==> config.mk <==
export PLATFORM = sky130hd
export DESIGN_NAME = control_sequencer
export DESIGN_NICKNAME = d
export VERILOG_FILES = /design/src/rtl/control_sequencer.sv
export SDC_FILE = /design/constraint.sdc
export NUM_CORES = 1
export LEC_CHECK = 0
export ABC_AREA = 1
export CORE_UTILIZATION = 33
export DETAILED_ROUTE_END_ITERATION = 10
export MAX_ROUTING_LAYER = met4
export PLACE_DENSITY_LB_ADDON = 0.1
export REMOVE_ABC_BUFFERS = 1
export SKIP_LAST_GASP = 1
export SYNTH_ARGS = -nofsm -noshare
export SYNTH_HDL_FRONTEND = slang
export SYNTH_SLANG_ARGS = --single-unit
==> constraint.sdc <==
create_clock -name Clock -period 1.99 [get_ports Clock]
set_clock_uncertainty 0.1 [all_clocks]
set_input_delay 0.199 -clock Clock [delete_from_list [all_inputs] [get_ports Clock]]
set_output_delay 0.199 -clock Clock [all_outputs]
set_load 0.03 [all_outputs]
==> src/rtl/control_sequencer.sv <==
// Hardwired control sequencer for the bus-based datapath: a fetch sequence (T0-T2) is
// followed by per-opcode-class execute steps, one step per clock.
// Optional build macro: CONTROL_ILLEGAL_TRAP_EN adds the 'illegal' output. With it, unlisted
// opcodes trap to Halt instead of executing as nop.
module control_sequencer #(
  parameter int unsigned          IR_WIDTH = 32,
  parameter int unsigned          OP_WIDTH = 5,
  parameter logic [OP_WIDTH-1:0]  INC_OP   = 5'b00011
) (
  input  logic                Clock,
  input  logic                clear,
  input  logic [IR_WIDTH-1:0] IR,
  input  logic                Stop,
  output logic                PCout, Zhighout, Zlowout, MDRout, HIout, LOout, BAout, Cout, Rout,
  output logic                PCin, MARin, MDRin, IRin, Yin, Zin, HIin, LOin, Rin,
  output logic                Gra, Grb, Grc,
  output logic                IncPC, Read, Write,
  output logic [OP_WIDTH-1:0] alu_op,
  output logic                Run
`ifdef CONTROL_ILLEGAL_TRAP_EN
  ,
  output logic                illegal
`endif
);

  localparam logic [OP_WIDTH-1:0] OpLd   = 5'b00000;
  localparam logic [OP_WIDTH-1:0] OpLdi  = 5'b00001;
  localparam logic [OP_WIDTH-1:0] OpSt   = 5'b00010;
  localparam logic [OP_WIDTH-1:0] OpAdd  = 5'b00011;
  localparam logic [OP_WIDTH-1:0] OpAnd  = 5'b00101;
  localparam logic [OP_WIDTH-1:0] OpOr   = 5'b00110;
  localparam logic [OP_WIDTH-1:0] OpRol  = 5'b01010;
  localparam logic [OP_WIDTH-1:0] OpAddi = 5'b01011;
  localparam logic [OP_WIDTH-1:0] OpAndi = 5'b01100;
  localparam logic [OP_WIDTH-1:0] OpOri  = 5'b01101;
  localparam logic [OP_WIDTH-1:0] OpMul  = 5'b01110;
  localparam logic [OP_WIDTH-1:0] OpDiv  = 5'b01111;
  localparam logic [OP_WIDTH-1:0] OpNeg  = 5'b10000;
  localparam logic [OP_WIDTH-1:0] OpNot  = 5'b10001;
  localparam logic [OP_WIDTH-1:0] OpNop  = 5'b11000;
  localparam logic [OP_WIDTH-1:0] OpHalt = 5'b11001;

  typedef enum logic [3:0] {
    StReset, StT0, StT1, StT2, StT3, StT4, StT5, StT6, StT7, StHalt
  } state_t;

  typedef enum logic [3:0] {
    ClsNop, ClsHalt, ClsReg, ClsImm, ClsUnary, ClsMulDiv, ClsLdi, ClsLd, ClsSt, ClsIllegal
  } cls_t;

  state_t              state_q, state_d;
  cls_t                cls;
  logic [OP_WIDTH-1:0] opcode;
  logic                last_step;
  logic                illegal_q;
  logic                unused_ir;

  assign opcode    = IR[IR_WIDTH-1 -: OP_WIDTH];
  assign unused_ir = ^IR[IR_WIDTH-OP_WIDTH-1:0];

  // Classify the opcode into its step-sequence family.
  always_comb begin
    cls = ClsNop;
    if (opcode == OpLd)                              cls = ClsLd;
    else if (opcode == OpLdi)                        cls = ClsLdi;
    else if (opcode == OpSt)                         cls = ClsSt;
    else if (opcode >= OpAdd && opcode <= OpRol)     cls = ClsReg;
    else if (opcode >= OpAddi && opcode <= OpOri)    cls = ClsImm;
    else if (opcode == OpMul || opcode == OpDiv)     cls = ClsMulDiv;
    else if (opcode == OpNeg || opcode == OpNot)     cls = ClsUnary;
    else if (opcode == OpNop)                        cls = ClsNop;
    else if (opcode == OpHalt)                       cls = ClsHalt;
`ifdef CONTROL_ILLEGAL_TRAP_EN
    else                                             cls = ClsIllegal;
`else
    else                                             cls = ClsNop;
`endif
  end

  // Flag the final step of the current instruction; Stop is honoured only there.
  always_comb begin
    last_step = 1'b0;
    unique case (state_q)
      StT2:    last_step = (cls == ClsNop);
      StT4:    last_step = (cls == ClsUnary);
      StT5:    last_step = (cls == ClsReg) || (cls == ClsImm) || (cls == ClsLdi);
      StT6:    last_step = (cls == ClsMulDiv);
      StT7:    last_step = (cls == ClsLd) || (cls == ClsSt);
      default: last_step = 1'b0;
    endcase
  end

  // Next-step selection.
  always_comb begin
    state_d = state_q;
    unique case (state_q)
      StReset: state_d = StT0;
      StT0:    state_d = StT1;
      StT1:    state_d = StT2;
      StT2:    state_d = (cls == ClsHalt || cls == ClsIllegal) ? StHalt :
                         last_step ? (Stop ? StHalt : StT0) : StT3;
      StT3:    state_d = StT4;
      StT4:    state_d = last_step ? (Stop ? StHalt : StT0) : StT5;
      StT5:    state_d = last_step ? (Stop ? StHalt : StT0) : StT6;
      StT6:    state_d = last_step ? (Stop ? StHalt : StT0) : StT7;
      StT7:    state_d = Stop ? StHalt : StT0;
      StHalt:  state_d = StHalt;
      default: state_d = StReset;
    endcase
  end

  // Step register and sticky illegal-opcode flag; clear forces Reset_state at once.
  always_ff @(posedge Clock or posedge clear) begin
    if (clear) begin
      state_q   <= StReset;
      illegal_q <= 1'b0;
    end else begin
      state_q   <= state_d;
      if (state_q == StT2 && cls == ClsIllegal) illegal_q <= 1'b1;
    end
  end

`ifdef CONTROL_ILLEGAL_TRAP_EN
  assign illegal = illegal_q;
`else
  logic unused_illegal;
  assign unused_illegal = illegal_q;
`endif

  // Decode control strobes from the present step and instruction class.
  always_comb begin
    {PCout, Zhighout, Zlowout, MDRout, HIout, LOout, BAout, Cout, Rout} = '0;
    {PCin, MARin, MDRin, IRin, Yin, Zin, HIin, LOin, Rin} = '0;
    {Gra, Grb, Grc, IncPC, Read, Write} = '0;
    alu_op = '0;
    Run    = (state_q != StReset) && (state_q != StHalt);
    unique case (state_q)
      StT0: begin PCout = 1'b1; MARin = 1'b1; IncPC = 1'b1; Zin = 1'b1; end
      StT1: begin Zlowout = 1'b1; PCin = 1'b1; Read = 1'b1; MDRin = 1'b1; end
      StT2: begin MDRout = 1'b1; IRin = 1'b1; end
      StT3: begin
        unique case (cls)
          ClsReg, ClsImm:      begin Grb = 1'b1; Rout = 1'b1; Yin = 1'b1; end
          ClsUnary:            begin Grb = 1'b1; Rout = 1'b1; Zin = 1'b1; alu_op = opcode; end
          ClsMulDiv:           begin Gra = 1'b1; Rout = 1'b1; Yin = 1'b1; end
          ClsLdi, ClsLd, ClsSt: begin Grb = 1'b1; BAout = 1'b1; Yin = 1'b1; end
          default: ;
        endcase
      end
      StT4: begin
        unique case (cls)
          ClsReg:              begin Grc = 1'b1; Rout = 1'b1; Zin = 1'b1; alu_op = opcode; end
          ClsImm: begin
            Cout = 1'b1; Zin = 1'b1;
            alu_op = (opcode == OpAddi) ? OpAdd : (opcode == OpAndi) ? OpAnd : OpOr;
          end
          ClsUnary:            begin Zlowout = 1'b1; Gra = 1'b1; Rin = 1'b1; end
          ClsMulDiv:           begin Grb = 1'b1; Rout = 1'b1; Zin = 1'b1; alu_op = opcode; end
          ClsLdi, ClsLd, ClsSt: begin Cout = 1'b1; Zin = 1'b1; alu_op = INC_OP; end
          default: ;
        endcase
      end
      StT5: begin
        unique case (cls)
          ClsReg, ClsImm, ClsLdi: begin Zlowout = 1'b1; Gra = 1'b1; Rin = 1'b1; end
          ClsMulDiv:              begin Zlowout = 1'b1; LOin = 1'b1; end
          ClsLd, ClsSt:           begin Zlowout = 1'b1; MARin = 1'b1; end
          default: ;
        endcase
      end
      StT6: begin
        unique case (cls)
          ClsMulDiv: begin Zhighout = 1'b1; HIin = 1'b1; end
          ClsLd:     begin Read = 1'b1; MDRin = 1'b1; end
          // Read stays low so MDR captures the register value from the bus.
          ClsSt:     begin Gra = 1'b1; Rout = 1'b1; MDRin = 1'b1; end
          default: ;
        endcase
      end
      StT7: begin
        unique case (cls)
          ClsLd:   begin MDRout = 1'b1; Gra = 1'b1; Rin = 1'b1; end
          ClsSt:   Write = 1'b1;
          default: ;
        endcase
      end
      default: ;
    endcase
  end

endmodule

# --- Word-level counts from Yosys, hierarchy flattened ---
# Cells that the tools add are included.
classes:
  add_sub_neg: 0
  mul: 0
  div_mod_pow: 0
  magnitude_cmp: 4
  eq_ne: 29
  shifts: 0
  muxes: 55
  n_bitwise: 0
  n_reduce_logical: 21
ops:
  columns: ["op", "n"]
  rows:
  - ["4-bit one-hot mux with 10 select lines", 1]
  - ["4-bit 2-to-1 mux", 9]
  - ["4-bit by 3-bit equality test with 1-bit output, second input constant", 8]
  - ["1-bit 2-to-1 mux", 25]
  - ["5-bit by 4-bit equality test with 1-bit output, second input constant", 4]
  - ["5-bit equality test, second input constant", 4]
  - ["4-bit by 2-bit equality test with 1-bit output, second input constant", 4]
  - ["4-bit equality test, second input constant", 4]
  - ["3-bit 2-to-1 mux", 5]
  - ["5-bit one-hot mux with 3 select lines", 1]
  - ["1-bit one-hot mux with 3 select lines", 4]
  - ["6-bit OR reduction", 2]
  - ["5-bit by 4-bit less-or-equal comparator with 1-bit output, second input constant", 2]
  - ["1-bit one-hot mux with 2 select lines", 5]
  - ["1-bit one-hot mux with 5 select lines", 2]
  - ["5-bit one-hot mux with 2 select lines", 1]
  - ["4-bit by 1-bit equality test with 1-bit output, second input constant", 2]
  - ["4-bit zero test", 2]
  - ["4-bit OR reduction", 2]
  - ["1-bit logical OR", 6]
  - ["3-bit OR reduction", 2]
  - ["5-bit by 1-bit equality test with 1-bit output, second input constant", 1]
  - ["5-bit by 2-bit equality test with 1-bit output, second input constant", 1]
  - ["5-bit by 2-bit greater-or-equal comparator with 1-bit output, second input constant", 1]
  - ["other kinds (8)", 11]
totals:
  register_bits: 4
  latch_bits: 0
  ramBits: 0
  romBits: 0
  in_bits: 35
  output_inout_bits: 30
  word_cells: 110
  n_memories: 0

# --- Longest topological paths before layout ---
# Gate-level depths: netlist of the first run.
depth:
  ltp_word: 17
  depth_mapped: 13
  depth_no_buf: 12

# --- Worst setup path before layout of the first run ---
# No wires, ideal clock.
synth_path:
  path_type: "register to output"
  startpoint: "reg state_q[3]"
  endpoint: "out alu_op[0]"
  arrival_time_ns: 1.856
  required_time_ns: 1.691
  slack_ns: -0.165
  path_stages_with_launch: 6
  n_path_buf: 0
  cell_sequence: "dfrtp_1 -> nor2_2 -> nand2_1 -> nor2_1 -> a21oi_1 -> o22ai_1"
synth_between:
  elab_chain_len: 2
  word_cells_on_any_way: 3
  cone_classes: "eq/ne (2); mux (1)"
synth_rtl:
  columns: ["item", "line", "rtl"]
  rows:
  - ["start, declared", "51", "state_t state_q, state_d;"]
  - ["start signal, assigned", "115", "state_q <= StReset;"]
  - ["start signal, assigned", "118", "state_q <= state_d;"]
  - ["4-bit by 3-bit equality test with 1-bit output", "137", "unique case (state_q)"]
  - ["5-bit one-hot mux with 2 select lines (*)", "137", null]
  - ["end, declared", "18", "output logic [OP_WIDTH-1:0] alu_op,"]
# Every way passes the cells marked *; elsewhere a longest branch is shown, timed or not.

# --- Final worst setup path of the first run ---
layout_path:
  startpoint: "reg state_q[2]"
  endpoint: "out Gra"
layout_between:
  elab_chain_len: 2
  word_cells_on_any_way: 6
  cone_classes: "eq/ne (5); mux (1)"
layout_rtl:
  columns: ["item", "line", "rtl"]
  rows:
  - ["4-bit equality test or 4-bit by 3-bit equality test with 1-bit output (tied branches)", "137", null]
  - ["1-bit one-hot mux with 5 select lines (*)", "137", null]
  - ["end, declared", "16", "output logic Gra, Grb, Grc,"]
# Marked as above.

==> impl_metrics.csv, run 1 <==
group,metric,value,unit
synth,synth-seq-cells,4,
routing,via_count,1294,
sta,setup_viol,0,
cells_and_area,design_area,1520,µm²
setup_path,cp.arrival,1.68,ns
floorplanning,die_x,51.9,µm
power_and_ir_drop,p_leak,0.855,nW
floorplanning,die-area,2690,µm²
clock_tree,tritoncts,"built",
routing,wl_met1,1250,µm
setup_path,crit_type,"register to output port",
clock_tree,clockRootBuffer,"clkbuf_4",
setup_path,crit_path_end_kind,"output port",
clock_tree,cts_max_path_buffers,2,
hold_path,min_path_type,"input port to asynchronous set/reset pin",
sta,period_minus_slack,1.98,ns
cells_and_area,final-seq-area,101,µm²
synth,synth_area_leaders,"nand2_1 14%, nor2_1 14%, dfrtp_1 12%, inv_1 10%, nand3_1 9.1%",
cells_and_area,regMostFlops,"state_q",
sta,fin_crit_sh,99.7,%
sta,holdWs,0.0289,ns
setup_path,ff2ff_setup_slack,0.26,ns
routing,wirelength,3180,µm
flow_run,cap_violations,0,
clock_tree,cts_hold_buffers,0,
synth,synthFlopType,"dfrtp_1",
synth,synth_area,822,µm²
placement,hpwl,2510,µm
clock_tree,cts.sinks,4,
routing,dr.pass1.iters,4,
global_route,antenna_found_initial,0,
synth,avgSynthCellArea,5.44,µm²
clock_tree,clock_latency,0.25,ns
routing,met2_length,1750,µm
sta,hold_viol_final,0,
power_and_ir_drop,vdd_drop_max,0.000647,V
global_route,grt_pass1_wl,5060,µm
synth,synth_top_area_cell,"nand2_1",
clock_tree,clkTransAtPathRegs,0.04,ns
routing,drc,0,
floorplanning,fp.coreArea,2280,µm²
clock_tree,cts_max_level,1,
floorplanning,rows,17,
placement,io_buffers,35,
synth,yosys_warnings,0,
placement,place.gp.congestion,0.931,
sta,setup_ws,0.00660,ns
cells_and_area,finalNetCount,265,
floorplanning,initial_core_util,36.1,%
placement,dp_slack,-0.403,ns
routing,top_layer_used,"met4",
global_route,grt_max_degree,8,
power_and_ir_drop,total_power,0.00153,W
cells_and_area,top_regs,"state_q (4)",
setup_path,required,1.69,ns
synth,synth_edf_count,0,
sta,fmax,504,MHz
cells_and_area,diodes,0,
routing,routed-wl-met3,110,µm
placement,placed_cell_area,1390,µm²
synth,yosys.cell_types.count,25,
setup_path,cp-start-kind,"register",
synth,netlist.area_leader.share,14.2,%
cells_and_area,n_fill_cell,222,
cells_and_area,syn2layout_area_growth,85.4,%
floorplanning,die_h,51.9,µm
cells_and_area,largest_reg_flops,4,
routing,drt-vias-per-instance,5.05,
synth,yosysSeqAreaShare,12.2,%
floorplanning,ioPinCount,65,
routing,ant_nets,0,
power_and_ir_drop,pwr_density_cell,1000,nW/µm²
status,outcome,"completed",
routing,drt-wirelength-per-cell,12.4,µm
synth,synthArstFlopShare,100,%
global_route,grt_usage,26.0,%
global_route,gr-total-overflow,0,
sta,rsz0062_at_grt,"true",
setup_path,r2r_start,"state_q[0]",
sta,slew_viol_final,0,
cells_and_area,multi_input_area,661,µm²
routing,drtIter0Drc,38,
setup_path,crit_fanout,5,
cells_and_area,drive_above_1_share,46.9,%
clock_tree,cts_made_buffers,3,
synth,synth_cells,151,
setup_path,critical_path.startpoint,"state_q[2]",
global_route,grt_pass1_vias,1221,
-- critical path, cell delays in order, from the launching register on --
cell and delay, ns:
dfrtp_1 0.41, buf_4 0.16, nor2_2 0.18, nand3_2 0.19
nor2_1 0.19, nor2_2 0.05, o211ai_1 0.07, buf_4 0.18
-- per-layer routing --
layer  vias up  track usage, %
li1        641               -
met1       605            26.8
met2        40            48.1
met3         8            3.80
met4         0            11.7
met5         -               -
-- cell families after synthesis --
family                 Yosys count  share of synthesized area [%]
and+or+nand+nor                 96                           55.3
DFF                              4                           12.2
other                            1                          0.456
buffers and inverters           30                           16.9
AOI/OAI and AO/OA               20                           15.2
-- path summary, 6_finish.rpt --
check,end,cells past startpoint
min in group Clock,state_q[3],3
hold reg to reg,state_q[3],3
hold / removal,state_q[2],2
setup reg to reg,state_q[0],10
max in group asynchronous,state_q[0],2
setup / recovery,Gra,7
-- metrics by stage --
stage | setup TNS [ns] | util (%) | std cells
3_5_place_dp | -2.00 | 61.0 | 246
5_1_grt | -0.126 | 67.0 | 256
3_3_place_gp | -1.51 | 61.0 | 246
6_report | 0 | 67.0 | 256
4_1_cts | 0 | 64.6 | 254
2_1_floorplan | -1.35 | - | 146
-- Yosys cell counts, types with 2 or more instances --
library cell	number
nand2_1	31
a21oi_1	4
nand4_1	2
nor3_1	3
nand3_2	2
inv_2	2
nand2_2	3
nand3_1	15
nor2_2	4
nor2_1	30
o22ai_1	2
o21ai_0	7
o211ai_1	5
dfrtp_1	4
buf_4	5
inv_1	22
nand3b_1	2
-- cells in the final DEF (no fill, tap or decap), types with 3 or more instances in the layout --
cell type | netlist | layout
nand2_2 | 3 | 6
clkbuf_4 | 0 | 3
inv_2 | 2 | 4
nand3_2 | 2 | 5
inv_1 | 22 | 20
nand2_1 | 31 | 28
o21ai_0 | 7 | 7
nor2_1 | 30 | 19
nor2_4 | 1 | 4
buf_4 | 5 | 63
nor2_2 | 4 | 12
dlygate4sd2_1 | 0 | 9
nand3_1 | 15 | 12
dfrtp_1 | 4 | 3
a21oi_1 | 4 | 3
o211ai_1 | 5 | 5
-- power breakdown --
part	internal [W]	switching [W]	total, W
Clock	0.0000677	0.0000373	0.000105
Combinational	0.000462	0.000784	0.00125
Sequential	0.000122	0.0000536	0.000176
Total	0.000652	0.000875	0.00153
-- layout make-up --
class	instances	area share (%)
Clock buffer	3	1.48
Inverter	24	5.91
Timing Repair Buffer	79	40.3
Multi-Input combinational cell	118	43.3
Tap cell	28	2.30
Sequential cell	4	6.65
-- timing repair --
item | in CTS | in global routing
setup endpoints to repair | 19 | 16
pin swaps | 5 | 5
buffers inserted | 5 | 2
gates resized for setup | 23 | 21
Note: power is estimated with default switching activity, not from simulation.
==> run 2: changes to the inputs <==
Settings changed: ABC_CLOCK_PERIOD_IN_PS set to 1990.
==> results of run 2 <==
Final layout, timing and power as in run 1 (identical DEF).
